$ cat src/rtl/combo_lock_ctrl_if.sv
// Button-pulse inputs and status outputs of the combination lock sequencer.
interface combo_lock_ctrl_if;
   logic [3:0] digit_pulse;
   logic       enter_pulse;
   logic       lock_pulse;
   logic       unlocked;
   logic       fail;
   logic       locked_out;
   logic [2:0] entry_count;
   logic [2:0] fail_count;

   modport master (
      output digit_pulse, enter_pulse, lock_pulse,
      input  unlocked, fail, locked_out, entry_count, fail_count
   );

   modport slave (
      input  digit_pulse, enter_pulse, lock_pulse,
      output unlocked, fail, locked_out, entry_count, fail_count
   );
endinterface

$ cat src/rtl/combo_lock_ctrl.sv
// Combination lock sequencer: checks a digit sequence, then times open/fail/lockout intervals.
// All outputs registered; a pulse sampled at edge N is visible from cycle N+1; no backpressure.
module combo_lock_ctrl #(
   parameter int unsigned              CODE_LEN       = 4,
   parameter logic [2*CODE_LEN-1:0]    CODE           = 8'b11_10_01_00,
   parameter int unsigned              MAX_FAILS      = 3,
   parameter int unsigned              OPEN_CYCLES    = 300000000,
   parameter int unsigned              FAIL_CYCLES    = 100000000,
   parameter int unsigned              LOCKOUT_CYCLES = 500000000
) (
   input  logic               clk,
   input  logic               rst_n,
   combo_lock_ctrl_if.slave   lock_if
);

   localparam logic [1:0] S_IDLE    = 2'd0;
   localparam logic [1:0] S_OPEN    = 2'd1;
   localparam logic [1:0] S_FAIL    = 2'd2;
   localparam logic [1:0] S_LOCKOUT = 2'd3;

   localparam logic [2:0]  LEN3      = 3'(CODE_LEN);
   localparam logic [2:0]  MAX3      = 3'(MAX_FAILS);
   localparam logic [31:0] T_OPEN    = 32'(OPEN_CYCLES - 1);
   localparam logic [31:0] T_FAIL    = 32'(FAIL_CYCLES - 1);
   localparam logic [31:0] T_LOCKOUT = 32'(LOCKOUT_CYCLES - 1);

   logic [1:0]  state, state_nxt;
   logic [31:0] timer, timer_nxt;
   logic [2:0]  entry_count, entry_count_nxt;
   logic [2:0]  fail_count, fail_count_nxt;
   logic [2:0]  fail_inc;
   logic        mismatch, mismatch_nxt;
   logic        unlocked_q, fail_q, locked_out_q;

   logic        any_digit;
   logic        multi_digit;
   logic [1:0]  digit_val;
   logic [1:0]  exp_digit;

   assign any_digit   = |lock_if.digit_pulse;
   assign multi_digit = any_digit && !$onehot(lock_if.digit_pulse);

   always_comb begin
      digit_val = 2'd0;
      case (lock_if.digit_pulse)
         4'b0010: digit_val = 2'd1;
         4'b0100: digit_val = 2'd2;
         4'b1000: digit_val = 2'd3;
         default: digit_val = 2'd0;
      endcase
   end

   // Out-of-range positions leave exp_digit at 0; those entries mismatch via saturation anyway.
   always_comb begin
      exp_digit = 2'd0;
      for (int k = 0; k < CODE_LEN; k++) begin
         if (entry_count == 3'(k)) exp_digit = CODE[2*k +: 2];
      end
   end

   always_comb begin
      state_nxt       = state;
      timer_nxt       = timer;
      entry_count_nxt = entry_count;
      fail_count_nxt  = fail_count;
      mismatch_nxt    = mismatch;
      fail_inc        = fail_count + 3'd1;
      case (state)
         S_IDLE: begin
            if (lock_if.enter_pulse) begin
               entry_count_nxt = 3'd0;
               mismatch_nxt    = 1'b0;
               if (entry_count == LEN3 && !mismatch) begin
                  state_nxt      = S_OPEN;
                  timer_nxt      = T_OPEN;
                  fail_count_nxt = 3'd0;
               end else begin
                  fail_count_nxt = fail_inc;
                  if (fail_inc == MAX3) begin
                     state_nxt = S_LOCKOUT;
                     timer_nxt = T_LOCKOUT;
                  end else begin
                     state_nxt = S_FAIL;
                     timer_nxt = T_FAIL;
                  end
               end
            end else if (any_digit) begin
               if (entry_count != LEN3) entry_count_nxt = entry_count + 3'd1;
               if (multi_digit || entry_count == LEN3 || digit_val != exp_digit)
                  mismatch_nxt = 1'b1;
            end
         end
         S_OPEN: begin
            if (lock_if.lock_pulse || timer == 32'd0) state_nxt = S_IDLE;
            else                                      timer_nxt = timer - 32'd1;
         end
         S_FAIL: begin
            if (timer == 32'd0) state_nxt = S_IDLE;
            else                timer_nxt = timer - 32'd1;
         end
         S_LOCKOUT: begin
            if (timer == 32'd0) begin
               state_nxt      = S_IDLE;
               fail_count_nxt = 3'd0;
            end else begin
               timer_nxt = timer - 32'd1;
            end
         end
         default: state_nxt = S_IDLE;
      endcase
   end

   always_ff @(posedge clk or negedge rst_n) begin
      if (!rst_n) begin
         state        <= S_IDLE;
         timer        <= 32'd0;
         entry_count  <= 3'd0;
         fail_count   <= 3'd0;
         mismatch     <= 1'b0;
         unlocked_q   <= 1'b0;
         fail_q       <= 1'b0;
         locked_out_q <= 1'b0;
      end else begin
         state        <= state_nxt;
         timer        <= timer_nxt;
         entry_count  <= entry_count_nxt;
         fail_count   <= fail_count_nxt;
         mismatch     <= mismatch_nxt;
         unlocked_q   <= (state_nxt == S_OPEN);
         fail_q       <= (state_nxt == S_FAIL);
         locked_out_q <= (state_nxt == S_LOCKOUT);
      end
   end

   assign lock_if.unlocked    = unlocked_q;
   assign lock_if.fail        = fail_q;
   assign lock_if.locked_out  = locked_out_q;
   assign lock_if.entry_count = entry_count;
   assign lock_if.fail_count  = fail_count;

endmodule

$ cat src/flat_wrapper.sv
// flat-port wrapper written by rule: the top's interface ports become plain ports
module combo_lock_ctrl_flat 
#(
   parameter int unsigned              CODE_LEN       = 4,
   parameter logic [2*CODE_LEN-1:0]    CODE           = 8'b11_10_01_00,
   parameter int unsigned              MAX_FAILS      = 3,
   parameter int unsigned              OPEN_CYCLES    = 300000000,
   parameter int unsigned              FAIL_CYCLES    = 100000000,
   parameter int unsigned              LOCKOUT_CYCLES = 500000000
)
  (clk, rst_n, lock_if_digit_pulse, lock_if_enter_pulse, lock_if_lock_pulse, lock_if_unlocked, lock_if_fail, lock_if_locked_out, lock_if_entry_count, lock_if_fail_count);
  combo_lock_ctrl_if lock_if_i ();
  input  logic clk;
  input  logic rst_n;
  input wire logic [$bits(lock_if_i.digit_pulse)-1:0] lock_if_digit_pulse;
  input wire logic [$bits(lock_if_i.enter_pulse)-1:0] lock_if_enter_pulse;
  input wire logic [$bits(lock_if_i.lock_pulse)-1:0] lock_if_lock_pulse;
  output wire logic [$bits(lock_if_i.unlocked)-1:0] lock_if_unlocked;
  output wire logic [$bits(lock_if_i.fail)-1:0] lock_if_fail;
  output wire logic [$bits(lock_if_i.locked_out)-1:0] lock_if_locked_out;
  output wire logic [$bits(lock_if_i.entry_count)-1:0] lock_if_entry_count;
  output wire logic [$bits(lock_if_i.fail_count)-1:0] lock_if_fail_count;
  assign lock_if_i.digit_pulse = lock_if_digit_pulse;
  assign lock_if_i.enter_pulse = lock_if_enter_pulse;
  assign lock_if_i.lock_pulse = lock_if_lock_pulse;
  assign lock_if_unlocked = lock_if_i.unlocked;
  assign lock_if_fail = lock_if_i.fail;
  assign lock_if_locked_out = lock_if_i.locked_out;
  assign lock_if_entry_count = lock_if_i.entry_count;
  assign lock_if_fail_count = lock_if_i.fail_count;
  combo_lock_ctrl #(.CODE_LEN(CODE_LEN), .CODE(CODE), .MAX_FAILS(MAX_FAILS), .OPEN_CYCLES(OPEN_CYCLES), .FAIL_CYCLES(FAIL_CYCLES), .LOCKOUT_CYCLES(LOCKOUT_CYCLES)) u_core (.clk(clk), .rst_n(rst_n), .lock_if(lock_if_i));
endmodule
$ cat config.mk
export PLATFORM = sky130hd
export DESIGN_NAME = combo_lock_ctrl_flat
export DESIGN_NICKNAME = d
export VERILOG_FILES = /design/src/rtl/combo_lock_ctrl_if.sv /design/src/rtl/combo_lock_ctrl.sv /design/src/flat_wrapper.sv
export SDC_FILE = /design/constraint.sdc
export NUM_CORES = 1
export LEC_CHECK = 0
export ABC_CLOCK_PERIOD_IN_PS = 2820
export BUFFER_PORTS_ARGS = -buffer_cell sky130_fd_sc_hd__buf_2
export CORE_MARGIN = 5
export CORE_UTILIZATION = 45
export CTS_BUF_LIST = sky130_fd_sc_hd__clkbuf_16
export CTS_CLUSTER_DIAMETER = 50
export DETAILED_ROUTE_END_ITERATION = 12
export PLACE_DENSITY_LB_ADDON = 0.3
export SETUP_SLACK_MARGIN = 0.2
export SLEW_MARGIN = 20
export SYNTH_ARGS = -nofsm -noshare
export SYNTH_HDL_FRONTEND = slang
export SYNTH_SLANG_ARGS = --single-unit
$ cat constraint.sdc
create_clock -name clk -period 2.82 [get_ports clk]
set_input_delay 0.141 -clock clk [delete_from_list [all_inputs] [get_ports clk]]
set_output_delay 0.141 -clock clk [all_outputs]
set_load 0.05 [all_outputs]
==> impl_metrics.py, run 1 <==
metrics = {
    "finish": {
        "fillers": 594,
        "seqCellArea_um2": 1100,
        "syn_to_final_growth_pct": 13.4,
        "multi_input_area_um2": 1600,
        "num_antenna_cells": 0,
        "drive_gt1_share_pct": 14.1,
        "num-nets-final": 364,
        "final_cells": 417,
    },
    "route": {
        "wl_per_cell_um": 16.9,
        "ant_nets": 0,
        "drc": 0,
        "drtPass1Iterations": 4,
        "initialDrtViolationCount": 217,
        "routed_wl_um": 7050,
        "vias": 2580,
        "avgViaCountPerCell": 6.19,
    },
    "power_and_ir_drop": {
        "ir_worst_vdd_mv": 0.236,
        "power_density_nw_per_um2": 413,
        "p_leak_nw": 1.36,
    },
    "worst_setup_path": {
        "worstSetupEndpointType": "flip-flop",
        "setup.worst_path.start": "u_core.timer[5]$_DFFE_PN0P_",
        "start_kind": "flip-flop",
        "slowest_delay_ps": 500,
        "cp_num_cells": 6,
        "cp_data_arrival_time_ps": 2560,
        "critical_path.top_delay_family": "simple AND/OR/NAND/NOR gates",
        "r2r-start": "u_core.timer[5]$_DFFE_PN0P_",
        "reg2reg_depth": 6,
        "timing.rr.end": "u_core.timer[20]$_DFFE_PN0P_",
        "worst-path-max-fanout": 21,
        "critPathSlowestCell": "or3_4",
        "required_ps": 2980,
        "r2r_slack_ps": 420,
        "path_cells": "nor4_2, nand3_1, or3_4, a21oi_2, buf_4, o21ai_0",
        "cp-endpoint": "u_core.timer[20]$_DFFE_PN0P_",
        "worstSetupPathType": "flip-flop to flip-flop",
        "critPathBufInv": 1,
    },
    "hold_path": {
        "hp-class": "input port to flip-flop",
    },
    "synth": {
        "synth-seq-cells": 44,
        "syn_nets": 344,
        "synth-main-ff-cell": "dfrtp_1",
        "synthArstFlopShare_pct": 100,
        "synth_edf_count": 0,
        "seq_area_frac_synth_pct": 38.8,
        "syn_area_per_cell_um2": 8.89,
        "yosysWarnings": 0,
        "syn-cell-area_um2": 2840,
        "synthCells": 319,
        "synth_cell_type_count": 52,
    },
    "floorplanning": {
        "die_area_um2": 7990,
        "core_area_um2": 6240,
        "die_y_um": 89.4,
        "die_w_um": 89.4,
        "pin_count": 17,
        "rows": 29,
        "start_util_pct": 45.4,
    },
    "clocking": {
        "clockBufferDepth": 2,
        "h-tree-depth": 2,
        "clkLatencyLatePin_ps": 290,
        "holdBufCountCts": 0,
        "root_buffer": "clkbuf_16",
        "cts_resized": 0,
        "cts_tree": "yes",
        "clock_sinks": 44,
        "post_cts_buffers": 0,
        "path_clk_slew_ps": 60,
        "numCtsBuffers": 5,
    },
    "placement": {
        "place_inst": 408,
        "dp_hpwl_um": 5080,
        "gp_congestion": 0.844,
        "io_buffers": 16,
    },
    "timing": {
        "fin_setup_tns_ps": 0,
        "hold_violations": 0,
        "finalCriticalPeriod_ps": 2400,
        "rsz0062_at_grt": "false",
        "setup_viol": 0,
        "max_freq_ghz": 0.418,
        "maxSlewHeadroom_pct": 49.7,
        "maxSlewViolCount": 0,
        "fin_crit_sh_pct": 84.9,
        "tightest_slew_ps": 753,
        "finalClockSkew_ps": 6.78,
    },
    "global_route": {
        "antenna_found_initial": 0,
        "grt_max_degree": 45,
        "track_usage_pct": 19.2,
        "grt_pass1_wl_um": 11900,
        "grt_pass1_vias": 2421,
        "overflow": 0,
    },
    "run_status": {
        "status": "completed",
    },
    "flow_run": {
        "cap_viol_max_count": 0,
    },
}
==> cells in the mapped netlist (2+ instances only) <==
cell type  count  area [um2]
o21ai_0       22         110
clkbuf_1      11        41.3
a41oi_1        4        35.0
o21ai_1        3        15.0
nor2_1        21        78.8
and4_1         4        35.0
inv_1         15        56.3
and2_1         3        18.8
a211oi_1       2        15.0
mux2i_1        7        70.1
nand3_1       15        75.1
a21oi_1       15        75.1
a22oi_1        3        22.5
or3_1          5        31.3
and3_1         2        12.5
nand4_1        6        37.5
ha_1          16         200
nand2b_1       4        25.0
o22ai_1        8        50.1
o211ai_1       3        22.5
o21a_1         3        22.5
nor3_1        15        75.1
o311ai_0       2        17.5
buf_2          5        25.0
xnor2_1        2        17.5
nor2b_1        2        12.5
nand2_1       23        86.3
nor4_1         9        56.3
nand3b_1       2        15.0
nor4b_1        2        17.5
dfrtp_1       44        1100
o31ai_1        8        60.1
a31oi_1        7        43.8
or4_1          8        60.1
==> cell type report <==
class	count	area share, %
multi-input cells	242	49.8
clock buffers	5	3.89
repair buffers	31	6.15
flip-flops and latches	44	34.2
clock inverters	3	1.21
inverters	15	1.75
well taps	77	2.99
==> registers in the layout, summed over array words and instances, names as in the netlist <==
name / cells
u_core.lock_if.entry_count: 3
u_core.lock_if.fail: 1
u_core.lock_if.fail_count: 3
u_core.lock_if.locked_out: 1
u_core.lock_if.unlocked: 1
u_core.mismatch: 1
u_core.state: 2
u_core.timer: 32
==> metal layers <==
| layer | track usage (%) | up-vias | share of wire (%) |
|---|---|---|---|
| met4 | 4.60 | 0 | 0.53 |
| li1 | - | 1239 | - |
| met1 | 27.0 | 1255 | 46 |
| met3 | 3.50 | 4 | 6.3 |
| met5 | 0 | - | 0 |
| met2 | 30.5 | 82 | 47 |
==> logic make-up after synthesis <==
| logic type | synth area share, % |
|---|---|
| AND/OR/NAND/NOR | 27.2 |
| buffers and inverters | 4.90 |
| XOR/XNOR | 0.618 |
| flip-flops | 38.8 |
| adder cells (fa/ha/maj) | 7.76 |
| multiplexers | 2.47 |
| AO/OA/AOI/OAI | 18.2 |
==> through the flow <==
step / cell area, um2 / power (mW) / worst slack (ps) / hold slack (ps) / utilization [%]
after CTS: 3200 / 1.34 / 423 / 51.7 / 51.3
after global routing: 3220 / 1.37 / 242 / 123 / 51.5
after detailed placement: 3040 / 0.686 / 446 / 361 / 48.7
after floorplan: 2840 / 0.662 / 726 / -155 / -
after global placement: 3040 / 0.685 / 534 / 363 / 48.7
final: 3220 / 1.33 / 425 / 111 / 51.5
==> worst min path at each step <==
stage | from | end | slack [ps] | cells past startpoint
4_1_cts | rst_n | u_core.timer[2]$_DFFE_PN0P_ | 50 | 1
2_1_floorplan | rst_n | u_core.lock_if.entry_count[0]$_DFFE_PN0P_ | -150 | 0
3_3_place_gp | rst_n | u_core.timer[2]$_DFFE_PN0P_ | 360 | 1
5_1_grt | lock_if_enter_pulse | u_core.lock_if.entry_count[2]$_DFFE_PN0P_ | 120 | 2
6_report | lock_if_enter_pulse | u_core.lock_if.entry_count[2]$_DFFE_PN0P_ | 110 | 2
3_5_place_dp | rst_n | u_core.timer[2]$_DFFE_PN0P_ | 360 | 1
==> where the power goes <==
part / internal (mW) / total [mW] / switching (mW)
registers: 0.633 / 0.634 / 0.00159
logic: 0.0151 / 0.0412 / 0.0261
clock network: 0.413 / 0.654 / 0.241
==> placed cells by master (no fill, tap or decap), types with 5 or more instances in the layout <==
master	synthesis	final
nand2_1	23	23
or4_1	8	8
dfrtp_1	44	44
ha_1	16	16
nor3_1	15	14
buf_4	0	15
nand4_1	6	6
nor4_1	9	9
inv_1	15	16
a31oi_1	7	7
or3_1	5	5
o31ai_1	8	8
nand3_1	15	15
mux2i_1	7	7
a21oi_1	15	15
o21ai_0	22	22
buf_2	5	15
o22ai_1	8	8
clkbuf_16	0	5
nor2_1	21	21
==> worst reg2reg max path: stages, from the launching register on <==
cell and delay (ps):
dfrtp_1 440, nor4_2 460, nand3_1 250, or3_4 500
a21oi_2 310, buf_4 210, o21ai_0 100
No activity file was read; power rests on OpenSTA's default activity.
==> run 2, diff against run 1 <==
--- a/config.mk
+++ b/config.mk
@@ -5,7 +5,7 @@
 export SDC_FILE = /design/constraint.sdc
 export NUM_CORES = 1
 export LEC_CHECK = 0
-export ABC_CLOCK_PERIOD_IN_PS = 2820
+export ABC_CLOCK_PERIOD_IN_PS = 2000
 export BUFFER_PORTS_ARGS = -buffer_cell sky130_fd_sc_hd__buf_2
 export CORE_MARGIN = 5
 export CORE_UTILIZATION = 45
==> constraint.sdc (replaced) <==
create_clock -name clk -period 2 [get_ports clk]
set_input_delay 0.1 -clock clk [delete_from_list [all_inputs] [get_ports clk]]
set_output_delay 0.1 -clock clk [all_outputs]
set_load 0.05 [all_outputs]
==> run 2 against run 1 <==
  * The run now ends with negative setup slack left
  * Sequential share of layout area decreased by 6.4 points
  * First-iteration DRC count increased by 19%
  * Clock skew increased by 0.68 ps
  * Largest power group is now sequential cells
  * Total power increased by 34%
  * Fmax increased by 15%
  * Routed wire length increased by 20%
  * Largest cell class unchanged
  * Design area increased by 23%
==> impl_metrics.py, run 2 (synthesis gave the netlist of run 1 again) <==
metrics = {
    "run_status": {
        "status": "complete, but fails checks",
        "violations": "negative setup slack",
    },
    "clocking": {
        "clkLatencyLatePin_ps": 300,
        "clock_sinks": 44,
        "clockBufferDepth": 2,
        "cts_tree": "yes",
        "numCtsBuffers": 5,
        "root_buffer": "clkbuf_16",
        "path_clk_slew_ps": 70,
        "h-tree-depth": 2,
    },
    "worst_setup_path": {
        "worstSetupPathType": "flip-flop to flip-flop",
        "required_ps": 2190,
        "cp_data_arrival_time_ps": 2270,
        "worst-path-max-fanout": 8,
        "start_kind": "flip-flop",
        "reg2reg_depth": 6,
        "worstSetupEndpointType": "flip-flop",
    },
    "floorplanning": {
        "start_util_pct": 45.4,
        "pin_count": 17,
        "core_area_um2": 6240,
        "die_y_um": 89.4,
        "rows": 29,
        "die_area_um2": 7990,
        "die_w_um": 89.4,
    },
    "global_route": {
        "antenna_found_initial": 0,
        "overflow": 0,
        "track_usage_pct": 22.4,
        "grt_max_degree": 45,
        "grt_pass1_vias": 2766,
        "grt_pass1_wl_um": 13700,
    },
    "route": {
        "avgViaCountPerCell": 6.02,
        "routed_wl_um": 8470,
        "drc": 0,
        "initialDrtViolationCount": 259,
        "wl_per_cell_um": 18.1,
        "ant_nets": 0,
        "drtPass1Iterations": 4,
        "vias": 2824,
    },
    "timing": {
        "fin_ws_ps": -74.0,
        "fin_setup_tns_ps": -264,
        "max_freq_ghz": 0.482,
        "maxSlewHeadroom_pct": 56.8,
        "hold_violations": 0,
        "setup_viol": 12,
        "rsz0062_at_grt": "true",
        "maxSlewViolCount": 0,
        "finalCriticalPeriod_ps": 2070,
        "fin_crit_sh_pct": 104,
        "finalClockSkew_ps": 7.45,
        "tightest_slew_ps": 641,
    },
    "finish": {
        "final_cells": 469,
        "most-common-layout-cells": "buf_4 (58), dfrtp_1 (41), nor2_1 (20), nand2_1 (20), buf_2 (16)",
        "largest_reg_flops": 32,
        "num-nets-final": 416,
        "fin_area_um2": 3970,
        "drive_gt1_share_pct": 37.8,
        "largestRegisters": "u_core.timer: 32 flops, u_core.lock_if.entry_count: 3 flops, u_core.lock_if.fail_count: 3 flops",
        "num_antenna_cells": 0,
        "syn_to_final_growth_pct": 39.8,
        "utilization_pct": 63.5,
        "final_common_cell": "buf_4",
        "regMostFlops": "u_core.timer",
    },
    "placement": {
        "dp_hpwl_um": 5510,
        "place_inst": 441,
        "gp_congestion": 0.896,
        "io_buffers": 16,
        "post_dp_cell_area_um2": 3390,
    },
    "hold_path": {
        "hp-class": "input port to flip-flop",
        "worstHoldPathCells": 2,
    },
    "power_and_ir_drop": {
        "ir_worst_vdd_mv": 0.403,
        "power_density_nw_per_um2": 448,
        "p_leak_nw": 1.69,
    },
    "flow_run": {
        "cap_viol_max_count": 0,
    },
}
[run 2: cell types whose count changed in the layout (fill, tap and decap cells not counted), sizes merged]
cell | before | now
buf | 30 | 82
inv | 16 | 15
bufinv | 1 | 0
clkinv | 1 | 3
[run 2: where the power goes]
group	internal, mW	leakage [nW]	switching [mW]
logic	0.0234	1.08	0.0379
registers	0.892	0.537	0.00247
clock network	0.461	0.0736	0.360
[run 2: final cells by class]
type                    count  area [um2]
well taps                  77        96.3
clock inverters             3        18.8
inverters                  15        56.3
repair buffers             83         646
fillers                   482        2280
clock buffers               5         125
multi-input cells         242        1920
flip-flops and latches     44        1100
[run 2: worst paths after layout]
check                                                   from                                         to  slack (ps)
worst max-delay path             u_core.timer[8]$_DFFE_PN0P_                u_core.timer[6]$_DFFE_PN0P_         -70
min in group asynchronous                              rst_n               u_core.timer[21]$_DFFE_PN0P_         440
worst min register to register  u_core.timer[25]$_DFFE_PN0P_               u_core.timer[25]$_DFFE_PN0P_         520
max in group asynchronous                              rst_n                u_core.timer[8]$_DFFE_PN0P_        1140
worst max register to register   u_core.timer[8]$_DFFE_PN0P_                u_core.timer[6]$_DFFE_PN0P_         -70
worst min-delay path                     lock_if_enter_pulse  u_core.lock_if.entry_count[0]$_DFFE_PN0P_          70
[run 2: metrics by stage]
step / total power [mW] / worst slack [ps] / hold slack (ps)
after floorplan: 0.934 / 61.3 / -196
after global placement: 0.968 / 31.3 / 215
after detailed placement: 0.970 / -6.33 / 227
after CTS: 1.79 / 4.80 / 52.9
after global routing: 1.84 / -142 / 78.0
final: 1.78 / -74.0 / 74.5
[run 2: metal layers]
layer | up-vias | routed length (um) | global-route usage [%]
li1 | 1344 | - | -
met1 | 1382 | 3720 | 29.5
met2 | 84 | 4230 | 36.8
met3 | 14 | 355 | 3.41
met4 | 0 | 163 | 9.20
met5 | - | 0 | 0
[run 2: repair_timing]
item                       4_1_cts  5_1_grt
pin swaps                       16       13
hold endpoints to repair        44        0
hold buffers                     1        0
buffers inserted                13        6
setup endpoints to repair       40       41
gates resized for setup         33       24
[run 2: critical path, stage by stage, from the launching register on]
cell and delay, ps:
dfrtp_2 440, nor4_4 300, nand4_1 280, or3_4 460, buf_12 170, nand3_2 70
mux2i_1 250
